`config.mk`:
```
export PLATFORM = sky130hd
export DESIGN_NAME = ram_watchdog
export DESIGN_NICKNAME = d
export VERILOG_FILES = /design/src/rtl/ram_watchdog.sv
export SDC_FILE = /design/constraint.sdc
export NUM_CORES = 1
export LEC_CHECK = 0
export CORE_AREA = 10 10 47 49
export DETAILED_ROUTE_END_ITERATION = 16
export DIE_AREA = 0 0 57 59
export PLACE_DENSITY = 0.48
export SLEW_MARGIN = 20
export SYNTH_ARGS = -nofsm -noshare
export SYNTH_HDL_FRONTEND = slang
export SYNTH_SLANG_ARGS = --single-unit
```
`constraint.sdc`:
```
create_clock -name i_clk -period 1.6 [get_ports i_clk]
set_clock_uncertainty 0.1 [all_clocks]
set_input_delay 0.32 -clock i_clk [delete_from_list [all_inputs] [get_ports i_clk]]
set_output_delay 0.32 -clock i_clk [all_outputs]
set_load 0.005 [all_outputs]
```
`src/rtl/ram_watchdog.sv`:
```
// MFC watchdog: counts ACCESS cycles without MFC and flags expiry on the last allowed one.
// Used by ram_access_arbiter only when RAM_TIMEOUT_EN is defined.
module ram_watchdog #(
   parameter int unsigned TIMEOUT_CYCLES = 15
) (
   input  logic i_clk,
   input  logic i_rst,
   input  logic i_active,
   input  logic i_mfc,
   output logic o_expired
);

   localparam logic [7:0] LAST_COUNT = 8'(TIMEOUT_CYCLES - 32'd1);

   logic [7:0] r_count;

   // Cycle counter, held at zero whenever the arbiter is outside ACCESS.
   always_ff @(posedge i_clk) begin
      if (i_rst) begin
         r_count <= 8'd0;
      end else if (!i_active) begin
         r_count <= 8'd0;
      end else if (!i_mfc) begin
         r_count <= r_count + 8'd1;
      end
   end

   // MFC in the expiry cycle takes precedence over the error.
   assign o_expired = i_active && !i_mfc && (r_count == LAST_COUNT);

endmodule

```
==> metrics.md <==
| Metric | Value |
|---|---|
| Reg2reg start | `r_count[0]$_SDFFE_PP0N_` |
| Clk sink count | `8` |
| ANT cells | `0` |
| Warnings from Yosys | `0` |
| Avg Cell Area, Syn | `between 8 and 9 um2` |
| Setup_tns | `0 ps` |
| Met1 GRT Util | `between 5 and 6%` |
| Peak VDD IR | `roughly 0.40 mV` |
| Max-slew violation count | `0` |
| Data arrival, critical path | `roughly 1200 ps` |
| Hold WC Path Type | `reg -> reg` |
| Antenna-violating nets left | `0` |
| Largest stage delay, worst path | `roughly 340 ps` |
| Buffers on Ports | `4` |
| Routability Congestion | `approximately 0.81` |
| Vias in the first global route | `330` |
| Critical path type | `reg -> out` |
| Cell accounting for the most synthesized area | `dfxtp_1` |
| Mapped Cells | `44` |
| Crit path cell chain | `nor4_4, nand3_1, nor2_1, buf_2` |
| WL/cell | `between 10 and 15 um` |
| Relative slew slack | `roughly 78%` |
| CTS max path bufs | `2` |
| Synth unique cells | `20` |
| Commonest non-fill, non-tap cells in the layout | `buf_4, nor2_1, dfxtp_1` |
| Endpoint class of the critical path | `primary output` |
| Grt total ovfl | `0` |
| Biggest regs | `r_count (8)` |
| Final Cycle Share | `a little over nine tenths` |
| Die Area | `3360 um2` |
| Total track usage | `5.58%` |
| Worst-path clk slew | `60 ps` |
| Row cnt | `14` |
| Tmin final | `1580 ps` |
| Chip width | `~57 um` |
| Reg2reg end | `r_count[6]$_SDFFE_PP0N_` |
| Netlist Area Pre-Place | `between 300 and 400 um2` |
| Setup crit end | `o_expired` |
| Worst r2r path cells | `5` |
| Status | `complete, no violations` |
| Final setup vio count | `0` |
| Root buffer cell | `clkbuf_4` |
| Top reg by flops | `r_count` |
| Max Cap Viol | `0` |
| RSZ-0062 raised after global routing | `true` |
| Placement Cell Area | `a little over 500 um2` |
| CP startpoint | `r_count[4]$_SDFFE_PP0N_` |
| Die H | `between 50 and 60 um` |
| Commonest non-fill, non-tap cell in the layout | `buf_4` |
| Residual DRC count | `0` |
| Gr busiest metal | `met2` |
| Largest net degree at the start of global routing | `9` |
| Insertion delay to the later sink of the worst-skew pair | `~250 ps` |
| Via density per instance | `approximately 5` |
| Dpl hpwl | `652 um` |
| Initial Util | `between 20% and 30%` |
| H-tree depth | `1` |
| Routed WL | `835 um` |
| Power per cell area | `between 700 and 800 nW/um2` |
| Measured slew at the worst slew-check pin | `between 300 and 400 ps` |
| R2r setup slk | `roughly 200 ps` |
| Register bit total from synthesis | `8` |
| Net Count, Synth | `50` |
| Area share of the largest cell type after synthesis | `a little over 40%` |
| Layout cells sized above 1 | `a little under a third` |
| Max reg flops | `8` |
| First-pass GRT wire length | `1400 um` |
| Cells taking the most area after synthesis | `dfxtp_1, nor2_1, xor2_1` |
| DR vias | `374` |
| Crit path launch type | `register` |
| Fmax | `0.633 GHz` |
| Nets@finish | `67` |
| CTS tree | `done` |
| Initial antenna violation count | `0` |
| CP Max Fanout | `2` |
| DR iter-0 viols | `3` |
| Io pins | `5` |
| Syn-to-layout area delta | `40.4%` |
| TritonRoute pass-1 iters | `4` |
| Core ar. | `about 1400 um2` |
| Total CTS buffers | `3` |
| Met2 GRT Util | `7.91%` |
| Final hold violation count | `0` |
| CTS Hold Bufs | `0` |
| Met3 usage | `under 10%` |
| Worst EP required | `roughly 1200 ps` |
| Sequential area share after synthesis | `40.8%` |
| Leakage | `approximately 0.25 nW` |
| Final cell area excluding filler cells | `552 um2` |
| CP max stage cell | `dfxtp_1` |
-- where the power goes --
| part | internal [mW] | leakage (nW) | switching, mW |
|---|---|---|---|
| logic | 0.0156 | 0.167 | 0.0120 |
| registers | 0.201 | 0.0656 | 0.000784 |
| clock network | 0.0861 | 0.0138 | 0.0719 |
| total | 0.303 | 0.246 | 0.0847 |
-- synth_stat cells --
cell type	n
nor2_1	7
o31ai_1	1
xor2_1	3
a21oi_1	4
nand3_1	3
clkbuf_1	1
dfxtp_1	8
xnor2_1	1
or4_1	1
nand2_1	2
o21ai_0	2
nand4b_1	2
nand3b_4	1
or3_2	1
and2b_1	1
nand2b_1	1
ha_1	2
inv_1	1
nor4_1	1
or3_1	1
-- worst max-delay path, delay by kind of cell (launching register included) --
family / cells / cell delay (ps)
buf+inv: 1 / 120
flops: 1 / 340
simple gates: 3 / 450
-- final cells by class --
class                      count  area (um2)
clock buffer                   3        22.5
fill                         157         850
inverter                       1        3.75
multi-input combinational     34         240
sequential                     8         163
tap                           16        20.0
timing repair buffer          13         103
-- repair_timing --
item	4_1_cts	5_1_grt
gates resized for setup	6	2
pin swaps	3	3
setup endpoints to repair	1	1
setup buffers	0	0
endpoints found under the hold margin	0	0
-- metrics by stage --
stage	std cells	power [mW]	worst slack [ps]	utilization, %	hold slack (ps)
after floorplan	44	0.218	292	-	352
after global placement	72	0.234	-367	36.9	377
after detailed placement	72	0.234	-366	36.9	386
after CTS	75	0.398	-18.0	38.7	405
after global routing	75	0.412	-52.6	39.4	406
final	75	0.387	20.9	39.4	395
-- logic make-up (layout without fill, tap and decap cells) --
kind of cell    count (synthesis)  in the layout  share of synthesized area (%)
flops                           8              8                           40.8
buf+inv                         2             17                           1.91
xor+xnor                        4              4                           8.92
fa+ha+maj                       2              2                           6.37
compound gates                  7              7                           9.56
simple gates                   21             21                           32.5
-- metal layers --
layer	vias up	part of all wire [%]
li1	190	-
met3	2	4.1
met2	5	51
met1	177	44
met5	-	0
met4	0	1.2
-- how the worst min path moves through the flow --
| stage | slack (ps) | depth (start not counted) | to | startpoint |
|---|---|---|---|---|
| after global routing | 410 | 2 | r_count[7]$_SDFFE_PP0N_ | r_count[7]$_SDFFE_PP0N_ |
| after global placement | 380 | 2 | r_count[7]$_SDFFE_PP0N_ | r_count[7]$_SDFFE_PP0N_ |
| final | 390 | 2 | r_count[7]$_SDFFE_PP0N_ | r_count[7]$_SDFFE_PP0N_ |
| after floorplan | 350 | 2 | r_count[7]$_SDFFE_PP0N_ | r_count[7]$_SDFFE_PP0N_ |
| after CTS | 400 | 2 | r_count[7]$_SDFFE_PP0N_ | r_count[7]$_SDFFE_PP0N_ |
| after detailed placement | 390 | 2 | r_count[7]$_SDFFE_PP0N_ | r_count[7]$_SDFFE_PP0N_ |
Note: power is estimated with default switching activity, not from simulation.
